===== config.mk =====
export PLATFORM = sky130hd
export DESIGN_NAME = msk_hpc3_feeder
export DESIGN_NICKNAME = d
export VERILOG_FILES = /design/src/rtl/msk_hpc3_feeder.sv
export SDC_FILE = /design/constraint.sdc
export NUM_CORES = 1
export LEC_CHECK = 0
export ABC_AREA = 0
export CAP_MARGIN = 20
export CORE_MARGIN = 2
export CORE_UTILIZATION = 30
export DETAILED_ROUTE_END_ITERATION = 8
export GPL_ROUTABILITY_DRIVEN = 0
export PLACE_DENSITY = 0.51
export SLEW_MARGIN = 25
export SYNTH_ARGS = -nofsm -noshare
export SYNTH_HDL_FRONTEND = slang
export SYNTH_SLANG_ARGS = --single-unit

===== constraint.sdc =====
create_clock -name clk -period 3.3 [get_ports clk]
set_clock_uncertainty 0.1 [all_clocks]
set_input_delay 0.66 -clock clk [delete_from_list [all_inputs] [get_ports clk]]
set_output_delay 0.66 -clock clk [all_outputs]
set_load 0.02 [all_outputs]

===== src/rtl/msk_hpc3_feeder.sv =====
// ---------------------------------------------------------------------------
// msk_hpc3_feeder
//   Issue stage in front of a masked HPC3 AND gadget (one d-share bit).
//   Joins an operand-sharing stream with a fresh-randomness stream, presents
//   the gadget's ina/inb/rnd from registers, generates ina_prev, and captures
//   the gadget output sharing into a credit-protected output FIFO.
//   The gadget cannot stall, so a launch is only issued while the FIFO is
//   guaranteed to have room for every operation already in flight.
//
//   Handshakes: a transfer happens on a rising edge where valid & ready are
//   both high; ready never depends on the same channel's valid, and a valid
//   source holds its data until the transfer.
//
// Configuration macro:
//   HPC3_FEED_ZEROIZE_EN  defined: g_ina/g_inb/g_rnd load 0 on cycles with no
//                         launch. Undefined: they hold the last launched values.
//
// Ports:
//   clk, rst               clock, synchronous active-high reset
//   in_a, in_b, in_valid   operand sharings / valid;   in_ready  out
//   rnd_in, rnd_valid      fresh randomness / valid;   rnd_ready out
//   g_ina, g_ina_prev,     registered drives to the gadget
//   g_inb, g_rnd
//   g_out                  gadget output sharing (1 cycle after g_ina)
//   out_c, out_valid       FIFO head / valid;          out_ready in
// ---------------------------------------------------------------------------
module msk_hpc3_feeder #(
  parameter int d          = 2,
  parameter int FIFO_DEPTH = 3,
  localparam int hpc3rnd   = d * (d - 1)
) (
  input  logic               clk,
  input  logic               rst,
  input  logic [d-1:0]       in_a,
  input  logic [d-1:0]       in_b,
  input  logic               in_valid,
  output logic               in_ready,
  input  logic [hpc3rnd-1:0] rnd_in,
  input  logic               rnd_valid,
  output logic               rnd_ready,
  output logic [d-1:0]       g_ina,
  output logic [d-1:0]       g_ina_prev,
  output logic [d-1:0]       g_inb,
  output logic [hpc3rnd-1:0] g_rnd,
  input  logic [d-1:0]       g_out,
  output logic [d-1:0]       out_c,
  output logic               out_valid,
  input  logic               out_ready
);

  localparam int PW = (FIFO_DEPTH > 1) ? $clog2(FIFO_DEPTH) : 1;
  localparam int CW = $clog2(FIFO_DEPTH + 1);

  // Pipeline occupancy: L = operands sitting on the gadget inputs,
  // G = gadget output valid this cycle.
  logic               l_valid_q, g_valid_q;
  logic [d-1:0]       g_ina_q, g_ina_prev_q, g_inb_q;
  logic [hpc3rnd-1:0] g_rnd_q;

  logic [d-1:0]       mem_q [FIFO_DEPTH];
  logic [PW-1:0]      wr_ptr_q, wr_ptr_d, rd_ptr_q, rd_ptr_d;
  logic [CW-1:0]      cnt_q, cnt_d;
  logic [d-1:0]       last_head_q;

  logic [3:0]         occ;
  logic               space, accept, push, pop;

  // Credits: every op already launched will land in the FIFO, so count them
  // as occupied. A pop in this cycle only frees a credit from the next cycle.
  assign occ       = 4'(cnt_q) + 4'(l_valid_q) + 4'(g_valid_q);
  assign space     = ~rst & (occ < 4'(FIFO_DEPTH));
  assign in_ready  = space & rnd_valid;
  assign rnd_ready = space & in_valid;
  assign accept    = in_valid & rnd_valid & space;

  assign push      = g_valid_q;
  assign out_valid = (cnt_q != '0);
  assign pop       = out_valid & out_ready;
  // When empty, keep presenting the last head that was popped.
  assign out_c     = out_valid ? mem_q[rd_ptr_q] : last_head_q;

  assign g_ina      = g_ina_q;
  assign g_ina_prev = g_ina_prev_q;
  assign g_inb      = g_inb_q;
  assign g_rnd      = g_rnd_q;

  always_comb begin
    wr_ptr_d = wr_ptr_q;
    rd_ptr_d = rd_ptr_q;
    cnt_d    = cnt_q;
    if (push) wr_ptr_d = (wr_ptr_q == PW'(FIFO_DEPTH - 1)) ? '0 : wr_ptr_q + PW'(1);
    if (pop)  rd_ptr_d = (rd_ptr_q == PW'(FIFO_DEPTH - 1)) ? '0 : rd_ptr_q + PW'(1);
    if (push && !pop)      cnt_d = cnt_q + CW'(1);
    else if (pop && !push) cnt_d = cnt_q - CW'(1);
  end

  always_ff @(posedge clk) begin
    if (rst) begin
      l_valid_q    <= 1'b0;
      g_valid_q    <= 1'b0;
      g_ina_q      <= '0;
      g_ina_prev_q <= '0;
      g_inb_q      <= '0;
      g_rnd_q      <= '0;
      wr_ptr_q     <= '0;
      rd_ptr_q     <= '0;
      cnt_q        <= '0;
      last_head_q  <= '0;
      for (int i = 0; i < FIFO_DEPTH; i++) mem_q[i] <= '0;
    end else begin
      l_valid_q    <= accept;
      g_valid_q    <= l_valid_q;
      g_ina_prev_q <= g_ina_q;
      if (accept) begin
        g_ina_q <= in_a;
        g_inb_q <= in_b;
        g_rnd_q <= rnd_in;
      end
`ifdef HPC3_FEED_ZEROIZE_EN
      else begin
        g_ina_q <= '0;
        g_inb_q <= '0;
        g_rnd_q <= '0;
      end
`endif
      if (push) mem_q[wr_ptr_q] <= g_out;
      if (pop)  last_head_q <= mem_q[rd_ptr_q];
      wr_ptr_q <= wr_ptr_d;
      rd_ptr_q <= rd_ptr_d;
      cnt_q    <= cnt_d;
    end
  end

endmodule


# After elaboration in Yosys (flattened, before gate mapping)
# Memory sizes are Yosys's and may differ from the RTL's. A register that Yosys moved wholly into a read port is not among the register bits.
# Cells that the tools add are included.
# W data, S select, Z words.
[classes] n_addsub=6 magnitude_cmp=1 n_eq_ne=2 n_mux=15 bitwise=7 reduce_logical=7
[ops] cell="$mux W2" count=9
[ops] cell="$add A2 B1 Y2 const B" count=3
[ops] cell="$and A1 B1 Y1" count=6
[ops] cell="$mux W1" count=6
[ops] cell="$add A3 B1 Y4" count=1
[ops] cell="$eq A2 B2 Y1 const B" count=2
[ops] cell="$lt A4 B2 Y1 const B" count=1
[ops] cell="$reduce_bool A2 Y1" count=2
[ops] cell="$add A2 B1 Y3" count=1
[ops] cell="$logic_and A1 B1 Y1" count=2
[ops] cell="$logic_not A1 Y1" count=2
[ops] cell="$reduce_or A2 Y1" count=1
[ops] cell="$sub A2 B1 Y2 const B" count=1
[ops] cell="$not A1 Y1" count=1
[word_totals] regBits=18 mem_bits_rw=6 in_bits=13 mem_count=1
[memory_table] memory="mem_q" depth=3 width=2 rd=1 rd_ports_with_merged_regs=1 wr=3 line="60" source="logic [d-1:0] mem_q [FIFO_DEPTH];"

# Logic depth before layout (Yosys ltp)
# Gate-level depths: netlist (run 1).
[logic_depth] word_depth=5 ltp_mapped=6 ltp_nobuf=6

# Least setup slack after synthesis (run 1)
# No wires, ideal clock.
[synth_path] path_type="register to output" start="register g_valid_q" end="output in_ready" arrival_time_ns=1.556 t_required_ns=2.540 setup_slack_ns=0.984 path_stages_with_launch=5 n_path_buf=0 path_cell_list="dfxtp_1 fa_1 ha_1 a211oi_2 and2_1"
[synth_via] elab_chain_cells=4
[synth_rtl] element="from (decl)" line="56" source="logic l_valid_q, g_valid_q;"
[synth_rtl] element="from (signal assigned)" line="112" source="g_valid_q <= l_valid_q;"
[synth_rtl] element="$add A3 B1 Y4" line="70" source="assign occ = 4'(cnt_q) + 4'(l_valid_q) + 4'(g_valid_q);"
[synth_rtl] element="$lt A4 B2 Y1" line="71" source="assign space = ~rst & (occ < 4'(FIFO_DEPTH));"
[synth_rtl] element="$and A1 B1 Y1" line="71"
[synth_rtl] element="$and A1 B1 Y1" line="72" source="assign in_ready = space & rnd_valid;"
[synth_rtl] element="to (decl)" line="37" source="output logic in_ready,"
# Every way passes these cells.

# Worst setup path after layout (run 1)
[layout_path] start="register g_valid_q" end="output rnd_ready"
[layout_via] elab_chain_cells=4
[layout_rtl] element="$add A3 B1 Y4" line="70"
[layout_rtl] element="$lt A4 B2 Y1" line="71"
[layout_rtl] element="$and A1 B1 Y1" line="71"
[layout_rtl] element="$and A1 B1 Y1" line="73" source="assign rnd_ready = space & in_valid;"
[layout_rtl] element="to (decl)" line="40" source="output logic rnd_ready,"
# Every way passes these cells.

==> results.txt, run 1 <==
outcome - finished, final reports clean
VDD IR max - 0.164 mV
Final Instance Count excl. Fillers - 176
ANT cells - 0
clk buf depth - 2
antenna-violating nets left - 0
DR WL/cell - 11.4 µm
RR Startpoint - g_valid_q
Post-Place Cells - 172
Reg2Reg Setup Slack - 1.18 ns
Hold Path End - last_head_q[1]
nets in the synthesized netlist - 116
Layout area overhead - 30.8%
Worst Hold Class - register to register
PwrDens - 527 nW/µm²
Worst R2R Path Depth - 5
via count - 784
Lkg Pwr - 0.582 nW
Yosys cell types - 27
fmax - 317 MHz
critical path class - register to output pin
max-cap violations - 0
GRT Residual Overflow - 0
clk sinks - 28
initial antenna violation count - 0
Slew @ Worst Pin - 0.288 ns
CP arrival - 2.40 ns
drt first pass iters - 4
DRC viols - 0
hold slack final - 0.359 ns
required time of the critical path - 2.54 ns
H-tree depth - 1
first-pass GRT wire length - 3370 µm
DRT iter0 DRCs - 10
Crit. End Element - output pin
# Post-CTS Setup Buffers - 0
Avg Inst Size Synth - 11.6 µm²
hold_buf cts - 0
fill count - 358
crit path time final - 3.16 ns
TritonCTS Buffers - 3
clk slew on worst S/H paths - 0.10 ns
Die X - 66.1 µm
largest net degree at the start of global routing - 23
die area - 4370 µm²
commonest non-fill, non-tap cell in the layout - clkdlybuf4s50_1
Core ar. - 3690 µm²
root buf cell - clkbuf_8
total track usage - 0.102
Die Y - 66.1 µm
sequential element share of the synthesized area - 0.554
Relative slew margins - 0.808
RR Endpoint - g_inb[1]
CTS tree - built
most frequent cells in the layout - clkdlybuf4s50_1 (24), dfxtp_1 (20), nand2_1 (10)
starting density of the core - 0.313
Synth Warn # - 0
period utilisation layout - 0.957
# setup viols final - 0
Resized Gates After CTS - 0
clk_lat worst skew - 0.27 ns
worst-path maximum fanout - 8
#FFs+latches synth - 28
cell row count - 22
I/O Pins - 26
RSZ-0062 raised after global routing - no
CP Launch Type - register
# port buffers - 25
hold path start - last_head_q[1]
Hold Crit Depth - 2
Hold Fails Final Rpt - 0
Final HPWL DP - 1560 µm
Cell Area, Synth - 1160 µm²
nets - 145
Syn Inst Count - 100
Vias/cell - 4.45
final wirelength - 2010 µm
layout cells sized above 1 - 0.141
setup tns final - 0 ns
vias in the first global route - 774
fin. max-slew vios - 0
## registers in the layout, summed over array words and instances, names as in the netlist, 2 cells and up, named ones only
signal / flops
g_rnd: 2
cnt_q: 2
last_head_q: 2
wr_ptr_q: 2
g_ina_prev: 2
g_ina: 2
mem_q: 8
rd_ptr_q: 2
g_inb: 2
## final cells by class
| type | instances | area [µm²] | share of cell area |
|---|---|---|---|
| Clock inverter | 1 | 3.75 | 0.00248 |
| Multi-Input combinational cell | 66 | 489 | 0.323 |
| Timing Repair Buffer | 26 | 260 | 0.172 |
| Inverter | 4 | 17.5 | 0.0116 |
| Sequential cell | 28 | 641 | 0.423 |
| Tap cell | 48 | 60.1 | 0.0397 |
| Clock buffer | 3 | 41.3 | 0.0273 |
## critical path: stages (launching register included)
cell and delay, ns:
dfxtp_1 0.40, fa_1 0.41, ha_1 0.29, a211oi_2 0.27, and2_1 0.17, clkdlybuf4s50_1 0.59
## synthesized netlist by cell type (all sizes together)
cell type | instances | share of area
dfxtp | 20 | 0.35
o21bai | 1 | 0.0065
nand3 | 1 | 0.0087
nand2 | 10 | 0.032
mux4 | 2 | 0.039
o21ai | 1 | 0.0043
ha | 2 | 0.022
edfxtp | 8 | 0.21
nand2b | 3 | 0.016
clkbuf | 1 | 0.0032
mux2 | 8 | 0.078
inv | 4 | 0.015
nor2 | 7 | 0.023
buf | 1 | 0.0043
o21a | 1 | 0.013
a211oi | 1 | 0.011
and4 | 2 | 0.015
nor2b | 9 | 0.049
fa | 1 | 0.017
nor3 | 2 | 0.0087
and2 | 2 | 0.011
or3 | 2 | 0.011
a21o | 1 | 0.0065
xor2 | 2 | 0.015
a21oi | 7 | 0.030
nand3b | 1 | 0.0065
## routing by layer
metal / vias to the layer above / track usage / wire length (µm)
li1: 404 / - / -
met4: 0 / 0.0612 / 27
met2: 12 / 0.170 / 1010
met1: 366 / 0.125 / 915
met5: - / 0 / 0
met3: 2 / 0.0136 / 58
## cells by family (layout without fill, tap and decap cells)
kind of cell | count (synthesis) | after routing | share of synthesized area
multiplexers | 10 | 10 | 0.117
adder cells (fa/ha/maj) | 3 | 3 | 0.0390
flip-flops | 28 | 28 | 0.554
XOR/XNOR | 2 | 2 | 0.0152
buffers and inverters | 6 | 34 | 0.0227
AND/OR/NAND/NOR | 39 | 39 | 0.181
AO/OA/AOI/OAI | 12 | 12 | 0.0714
## where the power goes
part	switching (W)	leakage [nW]	internal, W
clock	0.000102	0.0231	0.0000834
combinational	0.0000949	0.316	0.000109
sequential	0.0000261	0.243	0.000381
total	0.000223	0.582	0.000573
## worst max-delay path by stage
stage                   start   endpoint  slack, ns
finish              g_valid_q  rnd_ready       0.14
global route        g_valid_q  rnd_ready       0.02
CTS                 g_valid_q   in_ready       0.08
detailed placement  g_valid_q   in_ready       0.40
global placement    g_valid_q  rnd_ready       0.45
floorplan           g_valid_q   in_ready       0.98
## through the flow
step	total power, W	utilization	area (µm²)	setup slack [ns]
finish	0.000796	0.410	1510	0.142
global route	0.000841	0.410	1510	0.0201
CTS	0.000805	0.409	1510	0.0786
detailed placement	0.000622	0.397	1470	0.404
global placement	0.000619	0.397	1470	0.448
floorplan	0.000541	-	1160	0.984
Power figures use the tool's default switching activity.
==> run 2: changes to the inputs <==
--- a/config.mk
+++ b/config.mk
@@ -6,8 +6,7 @@
 export NUM_CORES = 1
 export LEC_CHECK = 0
 export ABC_AREA = 0
-export CAP_MARGIN = 20
-export CORE_MARGIN = 2
+export CORE_MARGIN = 3
 export CORE_UTILIZATION = 30
 export DETAILED_ROUTE_END_ITERATION = 8
 export GPL_ROUTABILITY_DRIVEN = 0
==> run 2 against run 1 <==
Compared with the run above: global-route usage grew 0.25 points; flip-flop and latch count is the same; highest routed layer unchanged; clock power rose by 42%; first-iteration DRC count grew to 3.3 times the previous value; final cell count decreased by 1.1%; worst setup slack got worse by 0.015 ns; critical path depth is the same; largest cell class unchanged; count of clock-buffer cells in the layout is the same; critical path type unchanged; sequential share of layout area decreased by 0.59 points.
==> results.txt, run 2 (synthesis gave the netlist of run 1 again) <==
via count - 782 (-0.26%)
setup tns final - 0 ns (unchanged)
clk sinks - 28 (unchanged)
critical path class - register to output pin
crit path time final - 3.17 ns (+0.0152 ns)
die area - 4630 µm² (+6.1%)
starting density of the core - 0.328 (+0.0149)
Final HPWL DP - 1570 µm (+0.96%)
Core ar. - 3520 µm² (-4.5%)
RSZ-0062 raised after global routing - no
worst-path maximum fanout - 8 (unchanged)
Die X - 68.1 µm (+3.0%)
nets - 145 (unchanged)
first-pass GRT wire length - 3560 µm (+5.7%)
placed cell areas - 1460 µm² (-0.17%)
Sequential cell area - 641 µm² (unchanged)
root buf cell - clkbuf_8
Relative slew margins - 0.779 (-0.0287)
H-tree depth - 1 (unchanged)
ANT cells - 0 (unchanged)
Largest register FFs - 8 (unchanged)
CP Launch Type - register
commonest non-fill, non-tap cell in the layout - clkdlybuf4s50_1
initial antenna violation count - 0 (unchanged)
clk buf depth - 2 (unchanged)
final wirelength - 2080 µm (+3.4%)
CTS tree - built
Die Y - 68.1 µm (+3.0%)
hold_buf cts - 0 (unchanged)
TritonCTS Buffers - 3 (unchanged)
total track usage - 0.105 (+0.00251)
Worst Hold Class - register to register
multi-input logic area - 489 µm² (unchanged)
# setup viols final - 0 (unchanged)
drt first pass iters - 4 (unchanged)
DR WL/cell - 11.9 µm (+4.6%)
DRC viols - 0 (unchanged)
GRT Residual Overflow - 0 (unchanged)
I/O Pins - 26 (unchanged)
cell row count - 21 (-4.5%)
fmax - 315 MHz (-0.48%)
max-cap violations - 0 (unchanged)
largest net degree at the start of global routing - 23 (unchanged)
# port buffers - 25 (unchanged)
Hold Fails Final Rpt - 0 (unchanged)
antenna-violating nets left - 0 (unchanged)
most flop-heavy register - mem_q
final core occ - 0.436 (+0.0256)
Lkg Pwr - 0.581 nW (-0.26%)
DRT iter0 DRCs - 33 (+23)
fill count - 336 (-6.1%)
outcome - finished, final reports clean
clk_lat worst skew - 0.27 ns (about the same)
# Post-CTS Setup Buffers - 0 (unchanged)
fin. max-slew vios - 0 (unchanged)
required time of the critical path - 2.54 ns (about the same)
period utilisation layout - 0.962 (+0.00462)
Resized Gates After CTS - 0 (unchanged)
clk slew on worst S/H paths - 0.09 ns (about the same)
Vias/cell - 4.49 (+0.89%)
PwrDens - 569 nW/µm² (+8.2%)
CP arrival - 2.41 ns (about the same)
Crit. End Element - output pin
Post-Layout Inst Area - 1530 µm² (+1.4%)
vias in the first global route - 786 (+1.6%)
most frequent cells in the layout - clkdlybuf4s50_1 (25), dfxtp_1 (20), nand2_1 (10)
VDD IR max - 0.306 mV (+87%)
layout cells sized above 1 - 0.148 (+0.00781)
Slew @ Worst Pin - 0.331 ns (+0.0430 ns)
Layout area overhead - 32.7%
-- run 2: cell types whose count changed in the layout (fill, tap and decap cells not counted) --
cell	change
clkdlybuf4s50_1	+1
clkinv_1	-1
dlymetal6s2s_1	-1
bufinv_16	+1
-- run 2: per-stage QoR --
step           setup WS, ns  std cells  power (W)  hold WS [ns]
6_report              0.127        174   0.000874         0.359
5_1_grt              0.0188        174   0.000931         0.391
4_1_cts               0.104        174   0.000890         0.365
3_5_place_dp          0.415        170   0.000620         0.350
3_3_place_gp          0.448        170   0.000620         0.338
2_1_floorplan         0.984        100   0.000541         0.333
-- run 2: power by group --
part	total (W)	switching [W]	internal [W]
registers	0.000407	0.0000260	0.000381
clock network	0.000262	0.0000998	0.000162
logic	0.000204	0.0000951	0.000109
total	0.000874	0.000221	0.000653
-- run 2: cell type report --
type                            instances  area share
Inverter                                4      0.0114
Tap cell                               46      0.0375
Sequential cell                        28       0.418
Timing Repair Buffer                   26       0.168
Multi-Input combinational cell         66       0.319
Clock buffer                            3      0.0269
Clock inverter                          1      0.0196
-- run 2: critical path: stages (launching register included) --
cell and delay, ns:
dfxtp_1 0.39, fa_1 0.41, ha_1 0.29, a211oi_2 0.29, and2_1 0.17, clkdlybuf4s50_1 0.60
-- run 2: path summary, 6_finish.rpt --
path                                startpoint        endpoint  slack [ns]  cells past startpoint
worst min register to register  last_head_q[1]  last_head_q[1]        0.36                      2
worst max register to register       g_valid_q        g_ina[1]        1.17                      5
worst max-delay path                 g_valid_q       rnd_ready        0.13                      5
worst min-delay path            last_head_q[1]  last_head_q[1]        0.36                      2
-- run 2: per-layer routing --
| metal | track usage | part of all wire |
|---|---|---|
| met5 | 0 | 0 |
| met4 | 0.0298 | 0.0092 |
| met3 | 0.0361 | 0.037 |
| met2 | 0.167 | 0.48 |
| met1 | 0.134 | 0.48 |
==> patch 1: new RTL, flow settings as in run 2 <==
The option `HPC3_FEED_ZEROIZE_EN` is turned on by a define.
--- a/src/rtl/msk_hpc3_feeder.sv
+++ b/src/rtl/msk_hpc3_feeder.sv
@@ -24,6 +24,8 @@
 //   g_out                  gadget output sharing (1 cycle after g_ina)
 //   out_c, out_valid       FIFO head / valid;          out_ready in
 // ---------------------------------------------------------------------------
+`define HPC3_FEED_ZEROIZE_EN
+
 module msk_hpc3_feeder #(
   parameter int d          = 2,
   parameter int FIFO_DEPTH = 3,
Function: changed (a bounded check fails within 4 cycles, from zero or initial values and one cycle with rst high).
==> patch 1 against run 2 <==
  * Cell area fell by 4.1%
  * Count of clock-buffer cells in the layout did not move
  * Synthesized cell count fell by 4.0%
  * Power fell by 2.7%
  * Sequential cell count did not move
  * Via count fell by 4.3%
  * Worst setup slack improved by 52 ps
  * Critical endpoint is now in_ready
  * Routed wire length fell by 4.8%
  * Synthesized area fell by 5.0%
  * Sequential power fell by 1%
==> patch 1: results (changes against run 2) <==
Outcome
  – Status: finished clean (unchanged)

Global routing
  – Antenna violations before repair: 0 (unchanged)
  – Largest net degree at the start of global routing: 19 (was 23)
  – M3 GR Usage: 4.72% (was 3.61%)
  – Vias in the first global route: 767 (was 786)
  – GR Util met2: 17.5% (was 16.7%)
  – First-pass GRT wire length: 3.44 mm (was 3.56 mm)
  – Total GRT Usage: 10.5% (about the same)
  – Met1 Use GR: 11.9% (was 13.4%)

Detailed routing
  – Avg Vias per Cell: 4.43 (was 4.49)
  – Initial DRC Count: 28 (was 33)
  – Metal2 WL: 952 um (was 990 um)
  – DRT Pass-1 Iters: 4 (unchanged)
  – Metal1 wirelength: 863 um (was 989 um)
  – Final wirelength: 1.98 mm (was 2.08 mm)
  – WL met3: 138 um (was 77 um)
  – DR top layer: met4 (unchanged)

STA
  – Hold Vio Cnt, Final: 0 (unchanged)
  – Slew @ Worst Pin: 295 ps (was 331 ps)

Layout
  – Top reg by flops: mem_q (unchanged)
  – Ant. Diodes: 0 (unchanged)
  – Post-Layout Cell Count: 169 (was 174)
  – Max reg flops: 8 (unchanged)
  – Nets: 140 (was 145)
  – Layout cells sized above 1: 9.76% (was 14.8%)

Synthesis
  – Post-Synthesis Net Count: 112 (was 116)
  – Unique masters post-synth: 27 (unchanged)
  – Post-synthesis instance total: 96 (was 100)
  – Post-synth ARST share: 0% (unchanged)
  – Synth area leaders: dfxtp_1 (36%), edfxtp_1 (22%), and2_1 (4.6%) (was dfxtp_1 (35%), edfxtp_1 (21%), mux2_2 (7.8%))
  – Number of enable flip-flop cells after synthesis: 8 (unchanged)
  – YS warnings: 0 (unchanged)
  – Top cells by count, synth: dfxtp_1 (20), nand2_1 (10), and2_1 (8), edfxtp_1 (8) (was dfxtp_1 (20), nand2_1 (10), nor2b_1 (9))
  – Main synth FF type: dfxtp_1 (unchanged)
  – Post-synthesis sequential area ratio: 58.3% (was 55.4%)

Clock network
  – Max clock buf depth: 2 (unchanged)
  – Worst-skew pair later-pin latency: 270 ps (about the same)
  – Post-CTS Resized: 0 (unchanged)
  – Cts bufs inserted: 3 (unchanged)
  – Post-CTS setup buffer count: 0 (unchanged)
  – Clk pin slew, worst setup/hold paths: 90 ps (about the same)
  – Clk root buf: clkbuf_8 (unchanged)
  – H-tree depth: 1 (unchanged)

Critical path
  – Critical path's slowest cell: clkdlybuf4s50_1 (unchanged)
  – Slowest stage delay, CP: 600 ps (about the same)
  – Maximum net fanout on the critical path: 8 (unchanged)

Placement
  – Port Buffer Count: 25 (unchanged)
  – Pre-CTS setup slack: 454 ps (was 415 ps)
  – Placed wire-length estimate: 1.51 mm (was 1.57 mm)
  – Placed instance count: 165 (was 170)
  – Dpl cell area: 1400 um^2 (was 1460 um^2)

Power
  – Max VDD drop: 0.456 mV (was 0.306 mV)
  – Leak: 0.549 nW (was 0.581 nW)

Min path
  – Hold Path Class: register to register (unchanged)
patch 1: cell count changes in the layout (fill, tap and decap cells not counted), sizes merged:
cell   before  now
inv         4    3
nor2b       9    5
nand3       1    0
and2        2    8
mux2        8    2
and3        0    1
patch 1: logic make-up (layout without fill, tap and decap cells):
group | Yosys count | after routing | synth area share (%)
compound gates | 12 | 12 | 7.52
buf+inv | 6 | 33 | 2.51
mux | 4 | 4 | 6.15
flops | 28 | 28 | 58.3
simple gates | 41 | 41 | 19.8
fa+ha+maj | 3 | 3 | 4.10
xor+xnor | 2 | 2 | 1.59
patch 1: path summary, 6_finish.rpt:
kind,startpoint,endpoint,slack (ps),depth (start not counted)
min reg2reg,last_head_q[0],last_head_q[0],360,2
max,g_valid_q,in_ready,180,5
min,last_head_q[0],last_head_q[0],360,2
max reg2reg,g_valid_q,g_rnd[0],1380,5
patch 1: layout make-up:
cell class	count	area [um^2]
fillers	336	1970
flip-flops and latches	28	641
multi-input cells	62	430
repair buffers	26	258
well taps	46	57.6
clock buffers	3	41.3
clock inverters	1	30.0
inverters	3	13.8
patch 1: power breakdown:
group,switching (mW),internal [mW]
sequential,0.0249,0.378
clock,0.0977,0.162
combinational,0.0871,0.0995
patch 1: critical path, delay by kind of cell (launching register included):
family,cells,cell delay (ps)
buffers and inverters,1,600
flip-flops,1,390
AND/OR/NAND/NOR,1,160
adder cells (fa/ha/maj),2,700
AO/OA/AOI/OAI,1,250
patch 1: metrics by stage:
step / power (mW) / hold slack (ps)
after floorplan: 0.527 / 333
after global placement: 0.598 / 347
after detailed placement: 0.599 / 352
after CTS: 0.864 / 368
after global routing: 0.903 / 404
final: 0.850 / 359
==> patch 2: new RTL, settings of run 2 <==
Made on the original files. Make the reset (`rst`) asynchronous in one clocked block. Comments in the files are not updated.
--- a/src/rtl/msk_hpc3_feeder.sv
+++ b/src/rtl/msk_hpc3_feeder.sv
@@ -94,7 +94,7 @@
     else if (pop && !push) cnt_d = cnt_q - CW'(1);
   end
 
-  always_ff @(posedge clk) begin
+  always_ff @(posedge clk or posedge rst) begin
     if (rst) begin
       l_valid_q    <= 1'b0;
       g_valid_q    <= 1'b0;
Formal check against the unedited RTL: differs if rst is asserted again (counterexample within 4 cycles, from zero or initial values and one cycle with rst high); with rst held inactive, the same outputs for 10 cycles.
==> patch 2 against run 2 <==
  * Routed wire length decreased by 12%
  * Sequential cell count is 4 lower
  * Non-clock buffer count is 1 lower
  * Cell area down 9.1%
  * Worst setup slack improved by 310 ps
  * Synthesized area fell by 8.4%
  * Sequential share of layout area rose by 1.3 points
  * Critical endpoint unchanged
  * Largest cell class unchanged
Power is not compared: it rests on default switching activity, and its combinational part moved more than twofold at a synthesized area within 25%.
==> patch 2: results (changes against run 2) <==
Global routing
  – Largest net degree at the start of global routing: 25 (was 23)
  – Vias in the first global route: 699 (was 786)
  – First-pass GRT wire length: 3.21 mm (was 3.56 mm)
  – Total GRT Usage: 9.84% (was 10.5%)

Placement
  – Placed wire-length estimate: 1.36 mm (was 1.57 mm)
  – Pre-CTS setup slack: 376 ps (was 415 ps)
  – Dpl cell area: 1350 um^2 (was 1460 um^2)
  – Port Buffer Count: 25 (unchanged)

Synthesis
  – Post-synth ARST share: 100% (was 0%)
  – Synth area leaders: dfrtp_1 (57%), mux2_4 (11%), mux2_2 (8.5%) (was dfxtp_1 (35%), edfxtp_1 (21%), mux2_2 (7.8%))
  – Main synth FF type: dfrtp_1 (was dfxtp_1)
  – YS warnings: 0 (unchanged)
  – Top cells by count, synth: dfrtp_1 (24), mux2_2 (8), mux2_4 (8) (was dfxtp_1 (20), nand2_1 (10), nor2b_1 (9))
  – Post-synthesis sequential area ratio: 56.7% (was 55.4%)
  – Post-Synthesis Net Count: 90 (was 116)
  – Unique masters post-synth: 25 (was 27)

Outcome
  – Status: finished clean (unchanged)

Clock network
  – Cts bufs inserted: 3 (unchanged)
  – Clk pin slew, worst setup/hold paths: 130 ps (was 90 ps)
  – Max clock buf depth: 2 (unchanged)
  – Clk root buf: clkbuf_4 (was clkbuf_8)
  – Worst-skew pair later-pin latency: 310 ps (was 270 ps)
  – Post-CTS setup buffer count: 0 (unchanged)

Layout
  – Max reg flops: 6 (was 8)
  – Fillers: 344 (was 336)
  – Top reg by flops: mem_q (unchanged)
  – Nets: 119 (was 145)
  – Ant. Diodes: 0 (unchanged)
  – Layout cells sized above 1: 24.5% (was 14.8%)

Power
  – Max VDD drop: 0.340 mV
  – Leak: 0.650 nW
  – Reported net switching power: 0.459 mW

Detailed routing
  – Initial DRC Count: 16 (was 33)
  – DRT Pass-1 Iters: 3 (was 4)
  – WL/cell: 12.5 um (was 11.9 um)
  – Avg Vias per Cell: 4.51 (was 4.49)

Critical path
  – Critical Path AT: 2100 ps (was 2410 ps)
  – Maximum net fanout on the critical path: 5 (was 8)

STA
  – Slew Limit Headroom: 43.1% (was 77.9%)
==> patch 2: changes by cell type after synthesis, sizes merged, moves of 5 or more <==
| cell | before | now |
|---|---|---|
| dfxtp | 20 | 0 |
| nor2b | 9 | 0 |
| nand2 | 10 | 1 |
| dfrtp | 0 | 24 |
| a21oi | 7 | 0 |
| edfxtp | 8 | 0 |
| mux2 | 8 | 16 |
| nor2 | 7 | 2 |
==> patch 2: power by group through the flow <==
stage	logic [mW]	registers, mW	clock network, mW
floorplan	0.351	0.583	0
global placement	0.639	0.539	0
detailed placement	0.646	0.539	0
CTS	0.650	0.537	0.164
global route	0.690	0.555	0.174
finish	0.636	0.533	0.153
==> patch 2: final timing paths <==
kind / from / to / slack (ps) / depth (start not counted)
setup / recovery: g_valid_q / rnd_ready / 440 / 5
hold reg to reg: g_ina[1] / g_ina_prev[1] / 320 / 0
max in group asynchronous: rst / last_head_q[0] / 2040 / 2
hold / removal: g_ina[1] / g_ina_prev[1] / 320 / 0
min in group asynchronous: rst / wr_ptr_q[1] / 650 / 2
setup reg to reg: g_valid_q / g_inb[0] / 930 / 5
==> patch 2: cells by family (layout without fill, tap and decap cells) <==
logic type      Yosys count  in the layout  share of synthesized area (%)
flops                    24             24                           56.7
mux                      18             18                           21.8
simple gates             11             11                           5.91
compound gates            8              8                           5.67
buf+inv                   7             35                           3.19
fa+ha+maj                 3              3                           4.26
xor+xnor                  3              3                           2.48
==> patch 2: area by class of cell <==
cell class | count | area, um^2 | share of cell area, %
Sequential cell | 24 | 601 | 43.1
Clock buffer | 4 | 36.3 | 2.60
Timing Repair Buffer | 25 | 255 | 18.3
Inverter | 6 | 22.5 | 1.62
Tap cell | 44 | 55.1 | 3.95
Multi-Input combinational cell | 43 | 424 | 30.4
==> patch 2: repair_timing <==
action	4_1_cts	5_1_grt
resized for setup	0	2
endpoints found under the hold margin	0	0
hold buffers	0	0
endpoints found under the setup margin	0	2
==> patch 2: critical path: stages (launching register included) <==
cell	delay (ps)
dfrtp_1	460
fa_1	410
ha_1	290
a211oi_2	240
and2_1	160
dlymetal6s2s_1	230
==> patch 2: per-stage QoR <==
step	cells	hold WS (ps)
2_1_floorplan	74	292
3_3_place_gp	142	290
3_5_place_dp	142	294
4_1_cts	146	329
5_1_grt	146	343
6_report	146	322
==> patch 2: per-layer routing <==
| metal | GRT usage, % | part of all wire, % | up-vias |
|---|---|---|---|
| met5 | 0 | 0 | - |
| met4 | 3.11 | 0.33 | 0 |
| met3 | 3.25 | 7.3 | 2 |
| met2 | 15.5 | 44 | 26 |
| met1 | 12.7 | 49 | 320 |
| li1 | - | - | 311 |
